File: src/rtl/airlock_controller.sv
// airlock_controller
// Moore FSM sequencing a two-door airlock. Reads the elapsed-cycle count from
// an external 3-bit at-state counter and issues that counter's clear on
// every state entry. All outputs, including the state, are registered.
//
// Ports:
//   clk         system clock, rising edge
//   rst         asynchronous active-high reset (also clears the counter)
//   inner_req   level request to open the inner (pressurized-side) door
//   outer_req   level request to open the outer (vacuum-side) door
//   abort       level; cancels an evacuation in progress
//   at_count    elapsed cycles from the at-state counter
//   cnt_clr     clear to the at-state counter, high on the first cycle in a state
//   inner_open  inner door open command
//   outer_open  outer door open command
//   pump_evac   evacuation pump on
//   pump_press  pressurization pump on
//   state       current state encoding
module airlock_controller #(
  parameter int unsigned DWELL  = 5,
  parameter int unsigned OPEN_T = 3
) (
  input  logic       clk,
  input  logic       rst,
  input  logic       inner_req,
  input  logic       outer_req,
  input  logic       abort,
  input  logic [2:0] at_count,
  output logic       cnt_clr,
  output logic       inner_open,
  output logic       outer_open,
  output logic       pump_evac,
  output logic       pump_press,
  output logic [2:0] state
);

  typedef enum logic [2:0] {
    SEALED_IN  = 3'd0,
    OPEN_IN    = 3'd1,
    EVAC       = 3'd2,
    SEALED_OUT = 3'd3,
    OPEN_OUT   = 3'd4,
    PRESS      = 3'd5
  } state_t;

  localparam logic [2:0] DWELL_C = 3'(DWELL);
  localparam logic [2:0] OPEN_C  = 3'(OPEN_T);

  state_t cur, nxt;

  // The counter value is stale during the entry cycle (cnt_clr high), so
  // timed exits only qualify once the clear has dropped.
  logic door_done, pump_done;
  assign door_done = !cnt_clr && (at_count >= OPEN_C);
  assign pump_done = !cnt_clr && (at_count >= DWELL_C);

  always_comb begin
    nxt = cur;
    case (cur)
      SEALED_IN: begin
        if (inner_req)      nxt = OPEN_IN;
        else if (outer_req) nxt = EVAC;
      end
      SEALED_OUT: begin
        if (outer_req)      nxt = OPEN_OUT;
        else if (inner_req) nxt = PRESS;
      end
      OPEN_IN:  if (door_done) nxt = SEALED_IN;
      OPEN_OUT: if (door_done) nxt = SEALED_OUT;
      EVAC: begin
        // abort outranks dwell completion
        if (abort)          nxt = PRESS;
        else if (pump_done) nxt = SEALED_OUT;
      end
      PRESS:    if (pump_done) nxt = SEALED_IN;
      // encodings 6/7: recover to the safe pressurized state
      default:  nxt = SEALED_IN;
    endcase
  end

  always_ff @(posedge clk or posedge rst) begin
    if (rst) begin
      cur        <= SEALED_IN;
      cnt_clr    <= 1'b1;
      inner_open <= 1'b0;
      outer_open <= 1'b0;
      pump_evac  <= 1'b0;
      pump_press <= 1'b0;
    end else begin
      cur        <= nxt;
      // any change of state (including recovery from an illegal code)
      // restarts the counter
      cnt_clr    <= (nxt != cur);
      inner_open <= (nxt == OPEN_IN);
      outer_open <= (nxt == OPEN_OUT);
      pump_evac  <= (nxt == EVAC);
      pump_press <= (nxt == PRESS);
    end
  end

  assign state = cur;

endmodule
File: config.mk
export PLATFORM = sky130hd
export DESIGN_NAME = airlock_controller
export DESIGN_NICKNAME = d
export VERILOG_FILES = /design/src/rtl/airlock_controller.sv
export SDC_FILE = /design/constraint.sdc
export NUM_CORES = 1
export LEC_CHECK = 0
export ABC_AREA = 1
export CORE_UTILIZATION = 29
export DETAILED_ROUTE_END_ITERATION = 10
export SYNTH_ARGS = -nofsm -noshare
export SYNTH_HDL_FRONTEND = slang
export SYNTH_SLANG_ARGS = --single-unit
File: constraint.sdc
create_clock -name clk -period 1.13 [get_ports clk]
set_input_delay 0.113 -clock clk [delete_from_list [all_inputs] [get_ports clk]]
set_output_delay 0.113 -clock clk [all_outputs]
set_load 0.01 [all_outputs]
==> results.toml, run 1 <==
[run_status]
outcome = "finished with violations"
violations = "negative setup slack"

[global_routing]
overflow = 0
grt_pass1_wl_um = 2173
antenna_found_initial = 0
grt_pass1_vias = 574
grt_max_degree = 9
groute.usage.overall_pct = 14.46

[floorplan]
rows = 15
die_x_um = 46.26
io_pins = 16
placeableCoreArea_sq_mm = 0.001783
floorplan.initialDensity_pct = 31.86
die_area_sq_mm = 0.002140
die_h_um = 46.26

[detailed_routing]
dr_total_vias = 602
routed_wl_um = 1324
drtPass1Iterations = 2
drc = 0
wl_per_cell_um = 9.390
drtAntennaViolNets = 0
vias_per_cell = 4.270
first_iter_violations = 7

[setup_path]
path_max_fanout = 6
critPathTopFamily = "simple AND/OR/NAND/NOR gates"
reg2reg_from = "state[0]"
worstSetupPathType = "flop to flop"
arrival_ns = 1.49
slowest_delay_ns = 0.45
cp-startpoint = "state[0]"
end_kind = "flop"
worst-path-buf-inv = 2
r2r_cells = 10
timing.rr.end = "inner_open"
crit_chain = "buf_6, inv_4, nand2_1, nor2_1, nand2_1, nand2_1, nor2_2, nand2_4, nand2_4, nor2_1"
crit_top_cell = "nand2_1"
r2r_slack_ns = -0.18
critPathSlowestCell = "dfrtp_2"
cp.required_ns = 1.31
worst_setup_path_start_kind = "flop"

[cts]
clk_pin_slew_ns = 0.06
root_buffer = "clkbuf_4"
clk-insertion-delay-late_ns = 0.25
ctsLongestPathBuffers = 2
h-tree-depth = 1
cts_tree = "built"
cts.sinks = 8
cts_buffers = 3

[sta]
max_clock_freq_mhz = 762.5
fin_ws_ns = -0.1815
setup_viol = 8
rsz0062_at_grt = "yes"
slew_violations = 0
fin_crit_sh_pct = 116.1
period_minus_slack_ns = 1.311
tightest_slew_ns = 0.2960
slew_headroom_pct = 80.25
finalHoldViolCount = 0
finClkSkew_ns = 0.002379

[synth]
synthFlopType = "dfrtp_1"
ys_types = 18
synth_edf_count = 0
synthesis.nets = 91
yosysSeqAreaShare_pct = 35.46
yosysTopAreaCell = "dfrtp_1"
synthCells = 83
syn-cell-area_sq_um = 568.0
synth_top_area_share_pct = 30.84
async_flop_share_pct = 100.0
avgSynthCellArea_sq_um = 6.844
yosys-top-cells-area = "dfrtp_1 31%, nand2_1 15%, nor2_1 8.6%"
yosys_warnings = 0
synth_seq_cells = 8
ys_top_cells_by_count = "23 x nand2_1, 13 x nor2_1, 8 x inv_1"
yosysMostFrequentCell = "nand2_1"

[final_layout]
nFillCells = 173
final_area_sq_um = 954.7
post_layout_nonfiller_instances = 141
diodes = 0
drive_above_1_share_pct = 48.28
nNetsFinal = 125
syn_to_final_growth_pct = 68.06

[job]
cap_violations = 0

[placed_design]
dpl_cell_area_sq_um = 815.8
dp_cells = 131
gp_congestion = 0.7691
io_buffers = 15
post-place-ws_ns = -0.2890
hpwl_um = 965.8

[pwr]
p_leak_nw = 0.4976
ir_drop_uv = 1462
power.density_mw_per_mm2 = 2657

[hold_path]
hold_path_class = "input port to async pin"
[layout by cell type (no fill, tap or decap), types with 2 or more instances in the layout]
master and n:
buf_4 10, buf_6 6, clkbuf_4 3, clkdlybuf4s50_1 7, dfrtp_1 5, dfrtp_2 2, dlygate4sd2_1 4, inv_1 7
inv_2 3, inv_4 2, nand2_1 20, nand2_2 6, nand2_4 3, nand3_1 5, nand3_2 2, nor2_1 9
nor2_2 7, nor2_4 4
[flip-flops by register name (all words and copies together) (netlist names)]
| name | cells |
|---|---|
| state | 3 |
| pump_press | 1 |
| pump_evac | 1 |
| cnt_clr | 1 |
| outer_open | 1 |
| inner_open | 1 |
[final cells by class]
type                    count  area [sq um]  area share [%]
multi-input cells          61         364.1           38.14
flip-flops and latches      8         203.9           21.36
inverters                  13         61.31           6.422
clock buffers               4         26.28           2.752
repair buffers             30         267.8           28.05
well taps                  25         31.28           3.277
[worst max path at each step]
stage / endpoint / slack (ns) / cells past startpoint
floorplan: inner_open / -0.14 / 9
global placement: inner_open / -0.29 / 10
detailed placement: inner_open / -0.29 / 10
CTS: inner_open / -0.18 / 10
global route: inner_open / -0.29 / 8
finish: inner_open / -0.18 / 10
[power by group]
group	internal, W	switching (W)	leakage, nW
sequential	0.000441	0.000100	0.0996
combinational	0.000813	0.000950	0.383
clock	0.000135	0.0000972	0.0150
total	0.00139	0.00115	0.498
[stage by stage]
| stage | utilization (%) | TNS, ns | total power (W) | hold slack (ns) |
|---|---|---|---|---|
| 2_1_floorplan | - | -0.6382 | 0.001424 | -0.07206 |
| 3_3_place_gp | 45.75 | -1.852 | 0.001938 | 0.3702 |
| 3_5_place_dp | 45.75 | -1.840 | 0.001937 | 0.3732 |
| 4_1_cts | 51.37 | -0.9801 | 0.002377 | 0.09740 |
| 5_1_grt | 53.54 | -1.594 | 0.002754 | 0.1469 |
| 6_report | 53.54 | -0.9386 | 0.002536 | 0.09774 |
[metal layers]
metal	vias to the layer above	wire [um]	GRT usage, %
met5	-	0	0
met4	0	0	5.294
met3	0	34	3.922
met2	10	712	25.63
met1	273	576	16.35
li1	319	-	-
[kinds of logic (layout without fill, tap and decap cells)]
kind of cell | count (synthesis) | count (layout) | synth area share, %
AO/OA/AOI/OAI | 3 | 3 | 3.964
buffers and inverters | 14 | 47 | 11.01
flip-flops | 8 | 8 | 35.46
AND/OR/NAND/NOR | 58 | 58 | 49.56
[timing repair]
item | 4_1_cts | 5_1_grt
resized for setup | 28 | 14
pin swaps | 10 | 4
hold buffers | 0 | 0
endpoints found under the setup margin | 16 | 11
buffers inserted | 6 | 0
endpoints found under the hold margin | 0 | 0
Note: power is estimated with default switching activity, not from simulation.
==> run 2: changes to the inputs <==
--- a/config.mk
+++ b/config.mk
@@ -8,6 +8,7 @@
 export ABC_AREA = 1
 export CORE_UTILIZATION = 29
 export DETAILED_ROUTE_END_ITERATION = 10
+export RECOVER_POWER = 25
 export SYNTH_ARGS = -nofsm -noshare
 export SYNTH_HDL_FRONTEND = slang
 export SYNTH_SLANG_ARGS = --single-unit
==> results.toml, run 2 (synthesized netlist as in run 1, its figures left out) <==
[final_layout]
drive_above_1_share_pct = 48.28
syn_to_final_growth_pct = 68.06
largest_register_ffs = 3
seq_area_sq_um = 203.9
diodes = 0
nNetsFinal = 125
final_common_cell = "nand2_1"
multiInputGateArea_sq_um = 364.1
post_layout_nonfiller_instances = 141
nFillCells = 173
layout_common_cells = "20 x nand2_1, 10 x buf_4, 9 x nor2_1"

[setup_path]
arrival_ns = 1.49
r2r_slack_ns = -0.18
critPathSlowestCell = "dfrtp_2"
reg2reg_from = "state[0]"
worst-path-buf-inv = 2
end_kind = "flop"
cp.required_ns = 1.31
path_max_fanout = 6
cp-startpoint = "state[0]"
crit_chain = "buf_6, inv_4, nand2_1, nor2_1, nand2_1, nand2_1, nor2_2, nand2_4, nand2_4, nor2_1"
worst_setup_path_start_kind = "flop"
timing.rr.end = "inner_open"
crit_top_cell = "nand2_1"
slowest_delay_ns = 0.45
worstSetupPathType = "flop to flop"
critPathTopFamily = "simple AND/OR/NAND/NOR gates"
r2r_cells = 10

[run_status]
violations = "negative setup slack"
outcome = "finished with violations"

[detailed_routing]
drtPass1Iterations = 2
dr_total_vias = 602
routed_wl_um = 1324
vias_per_cell = 4.270
drtAntennaViolNets = 0
drc = 0
wl_per_cell_um = 9.390
first_iter_violations = 7

[sta]
finalHoldViolCount = 0
fin_hold_ws_ns = 0.2354
setup_viol = 8
fin_ws_ns = -0.1815
finClkSkew_ns = 0.002379
fin_crit_sh_pct = 116.1
tightest_slew_ns = 0.2958
slew_headroom_pct = 80.26
period_minus_slack_ns = 1.311
max_clock_freq_mhz = 762.5
rsz0062_at_grt = "yes"
slew_violations = 0

[global_routing]
antenna_found_initial = 0
grt_pass1_wl_um = 2173
overflow = 0
groute.usage.overall_pct = 14.46
grt_max_degree = 9
grt_pass1_vias = 574

[pwr]
power.density_mw_per_mm2 = 2656
p_leak_nw = 0.4979
ir_drop_uv = 1462

[placed_design]
io_buffers = 15
post-place-ws_ns = -0.2890
dp_cells = 131
gp_congestion = 0.7691
hpwl_um = 965.8

[floorplan]
placeableCoreArea_sq_mm = 0.001783
die_x_um = 46.26
io_pins = 16
floorplan.initialDensity_pct = 31.86
rows = 15
die_h_um = 46.26
die_area_sq_mm = 0.002140

[cts]
clk-insertion-delay-late_ns = 0.25
cts.sinks = 8
h-tree-depth = 1
ctsLongestPathBuffers = 2
cts_tree = "built"
cts_hold_buffers = 0
clk_pin_slew_ns = 0.06
root_buffer = "clkbuf_4"
cts_buffers = 3

[job]
cap_violations = 0

[hold_path]
hold_path_class = "input port to async pin"
## run 2: power by group
| part | total [W] | switching, W | internal [W] |
|---|---|---|---|
| Sequential | 0.000541 | 0.000100 | 0.000441 |
| Combinational | 0.00176 | 0.000950 | 0.000812 |
| Clock | 0.000232 | 0.0000972 | 0.000135 |
## run 2: metrics by stage
stage               util (%)  total power [W]  instance area [sq um]  TNS, ns
floorplan                  -         0.001424                  578.1  -0.6382
global placement       45.75         0.001938                  815.8   -1.852
detailed placement     45.75         0.001937                  815.8   -1.840
CTS                    51.37         0.002377                  915.9  -0.9801
global route           53.54         0.002753                  954.7   -1.594
finish                 53.54         0.002536                  954.7  -0.9386
## run 2: how the worst max path moves through the flow
stage,endpoint,slack (ns),cells after the start
after floorplan,inner_open,-0.14,9
final,inner_open,-0.18,10
after global routing,inner_open,-0.29,8
after CTS,inner_open,-0.18,10
after detailed placement,inner_open,-0.29,10
after global placement,inner_open,-0.29,10
## run 2: cell type report
cell class | count | area share, %
Clock buffer | 4 | 2.752
Inverter | 13 | 6.422
Multi-Input combinational cell | 61 | 38.14
Sequential cell | 8 | 21.36
Tap cell | 25 | 3.277
Timing Repair Buffer | 30 | 28.05
## run 2: timing repair
action | 4_1_cts | 5_1_grt
pin swaps | 10 | 4
setup buffers | 6 | 0
endpoints found under the setup margin | 16 | 11
gates resized for setup | 28 | 14
## run 2: metal layers
metal | share of wire, % | routed length [um] | vias up | track usage [%]
li1 | - | - | 319 | -
met1 | 44 | 576 | 273 | 16.35
met2 | 54 | 712 | 10 | 25.63
met3 | 2.6 | 34 | 0 | 3.922
met4 | 0 | 0 | 0 | 5.294
met5 | 0 | 0 | - | 0
==> run 3: changes to the inputs <==
--- a/config.mk
+++ b/config.mk
@@ -9,6 +9,7 @@
 export CORE_UTILIZATION = 29
 export DETAILED_ROUTE_END_ITERATION = 10
 export RECOVER_POWER = 25
+export SETUP_SLACK_MARGIN = 0.5
 export SYNTH_ARGS = -nofsm -noshare
 export SYNTH_HDL_FRONTEND = slang
 export SYNTH_SLANG_ARGS = --single-unit
==> results.toml, run 3 (synthesized netlist as in run 1, its figures left out) <==
[global_routing]
met2_usage_pct = 26.20
grt_busiest_layer = "met2"
gr-usage-met1_pct = 16.31
grt_pass1_wl_um = 2139
grt_pass1_vias = 548
grt_max_degree = 9
met3_usage_pct = 2.353
overflow = 0
antenna_found_initial = 0
groute.usage.overall_pct = 14.53

[hold_path]
hold_path_class = "input port to async pin"

[final_layout]
post_layout_nonfiller_instances = 143
largest_register_ffs = 3
layout_common_cells = "17 x nand2_1, 11 x buf_4, 10 x buf_6"
syn_to_final_growth_pct = 72.03
final_common_cell = "nand2_1"
postLayoutCoreUtil_pct = 54.81
nFillCells = 168
nNetsFinal = 127
diodes = 0
drive_above_1_share_pct = 56.78

[setup_path]
worstSetupPathType = "flop to flop"
path_max_fanout = 3
r2r_cells = 8
critPathTopFamily = "simple AND/OR/NAND/NOR gates"
critPathSlowestCell = "dfrtp_1"
worst_setup_path_start_kind = "flop"
r2r_slack_ns = -0.16
crit_chain = "buf_6, o21ai_1, nor2_1, nor2_2, nand2_2, inv_2, nand2_4, nor2_2"
arrival_ns = 1.48
end_kind = "flop"
cp.required_ns = 1.32
reg2reg_from = "state[1]"
timing.rr.end = "pump_press"
cp-startpoint = "state[1]"
crit_top_cell = "nor2_2"
slowest_delay_ns = 0.39
worst-path-buf-inv = 2

[detailed_routing]
vias_per_cell = 4.371
routed_wl_um = 1431
drtAntennaViolNets = 0
dr_total_vias = 625
drc = 0
first_iter_violations = 8
drtPass1Iterations = 4
wl_per_cell_um = 10.01

[floorplan]
die_x_um = 46.26
placeableCoreArea_sq_mm = 0.001783
io_pins = 16
die_area_sq_mm = 0.002140
die_h_um = 46.26
rows = 15
floorplan.initialDensity_pct = 31.86

[cts]
cts_buffers = 3
cts.sinks = 8
root_buffer = "clkbuf_4"
cts_hold_buffers = 0
clk_pin_slew_ns = 0.06
clk-insertion-delay-late_ns = 0.26
h-tree-depth = 1
cts_tree = "built"
ctsLongestPathBuffers = 2

[sta]
fin_ws_ns = -0.1616
tightest_slew_ns = 0.2891
rsz0062_at_grt = "yes"
fin_crit_sh_pct = 114.3
fin_hold_ws_ns = 0.2254
max_clock_freq_mhz = 774.2
setup_viol = 10
finalHoldViolCount = 0
finClkSkew_ns = 0.003027
slew_violations = 0
slew_headroom_pct = 80.70
period_minus_slack_ns = 1.292

[placed_design]
dp_cells = 129
gp_congestion = 0.7516
io_buffers = 15
hpwl_um = 927

[run_status]
violations = "negative setup slack"
outcome = "finished with violations"

[pwr]
total_power_w = 0.002689
ir_drop_uv = 1219
power.density_mw_per_mm2 = 2751
p_leak_nw = 0.5065

[job]
cap_violations = 0
-- run 3: power by group --
part	leakage (nW)	total, W	internal (W)	switching, W
logic	0.392	0.00192	0.000926	0.000995
clock network	0.0150	0.000240	0.000136	0.000105
registers	0.0996	0.000527	0.000441	0.0000851
-- run 3: cell type report --
type / count / area (sq um) / share of cell area (%)
inverter: 13 / 58.81 / 6.018
clock buffer: 4 / 26.28 / 2.689
timing repair buffer: 32 / 285.3 / 29.19
multi-input combinational: 61 / 371.6 / 38.03
sequential: 8 / 203.9 / 20.87
tap: 25 / 31.28 / 3.201
-- run 3: worst max-delay path by stage --
| stage | cells past startpoint | to | slack [ns] |
|---|---|---|---|
| finish | 8 | pump_press | -0.16 |
| global route | 10 | pump_press | -0.23 |
| CTS | 10 | pump_press | -0.16 |
| detailed placement | 10 | inner_open | -0.30 |
| global placement | 10 | inner_open | -0.30 |
| floorplan | 9 | inner_open | -0.14 |
-- run 3: per-stage QoR --
step / setup slack (ns) / cell area [sq um] / TNS [ns]
after CTS: -0.1618 / 904.6 / -0.7777
after floorplan: -0.1450 / 579.3 / -0.6382
after detailed placement: -0.2978 / 802.0 / -1.960
final: -0.1616 / 977.2 / -1.073
after global routing: -0.2329 / 977.2 / -1.651
after global placement: -0.2997 / 802.0 / -1.980
-- run 3: what timing repair did --
action / 4_1_cts / 5_1_grt
pin swaps: 11 / 11
buffers inserted: 7 / 3
setup endpoints to repair: 16 / 16
resized for setup: 47 / 16
-- run 3: metal layers --
metal  routed length (um)  part of all wire, %  vias to the layer above
met1                  616                   43                      279
met5                    0                    0                        -
met4                   22                  1.5                        0
met3                   54                  3.8                        2
li1                     -                    -                      322
met2                  737                   52                       22
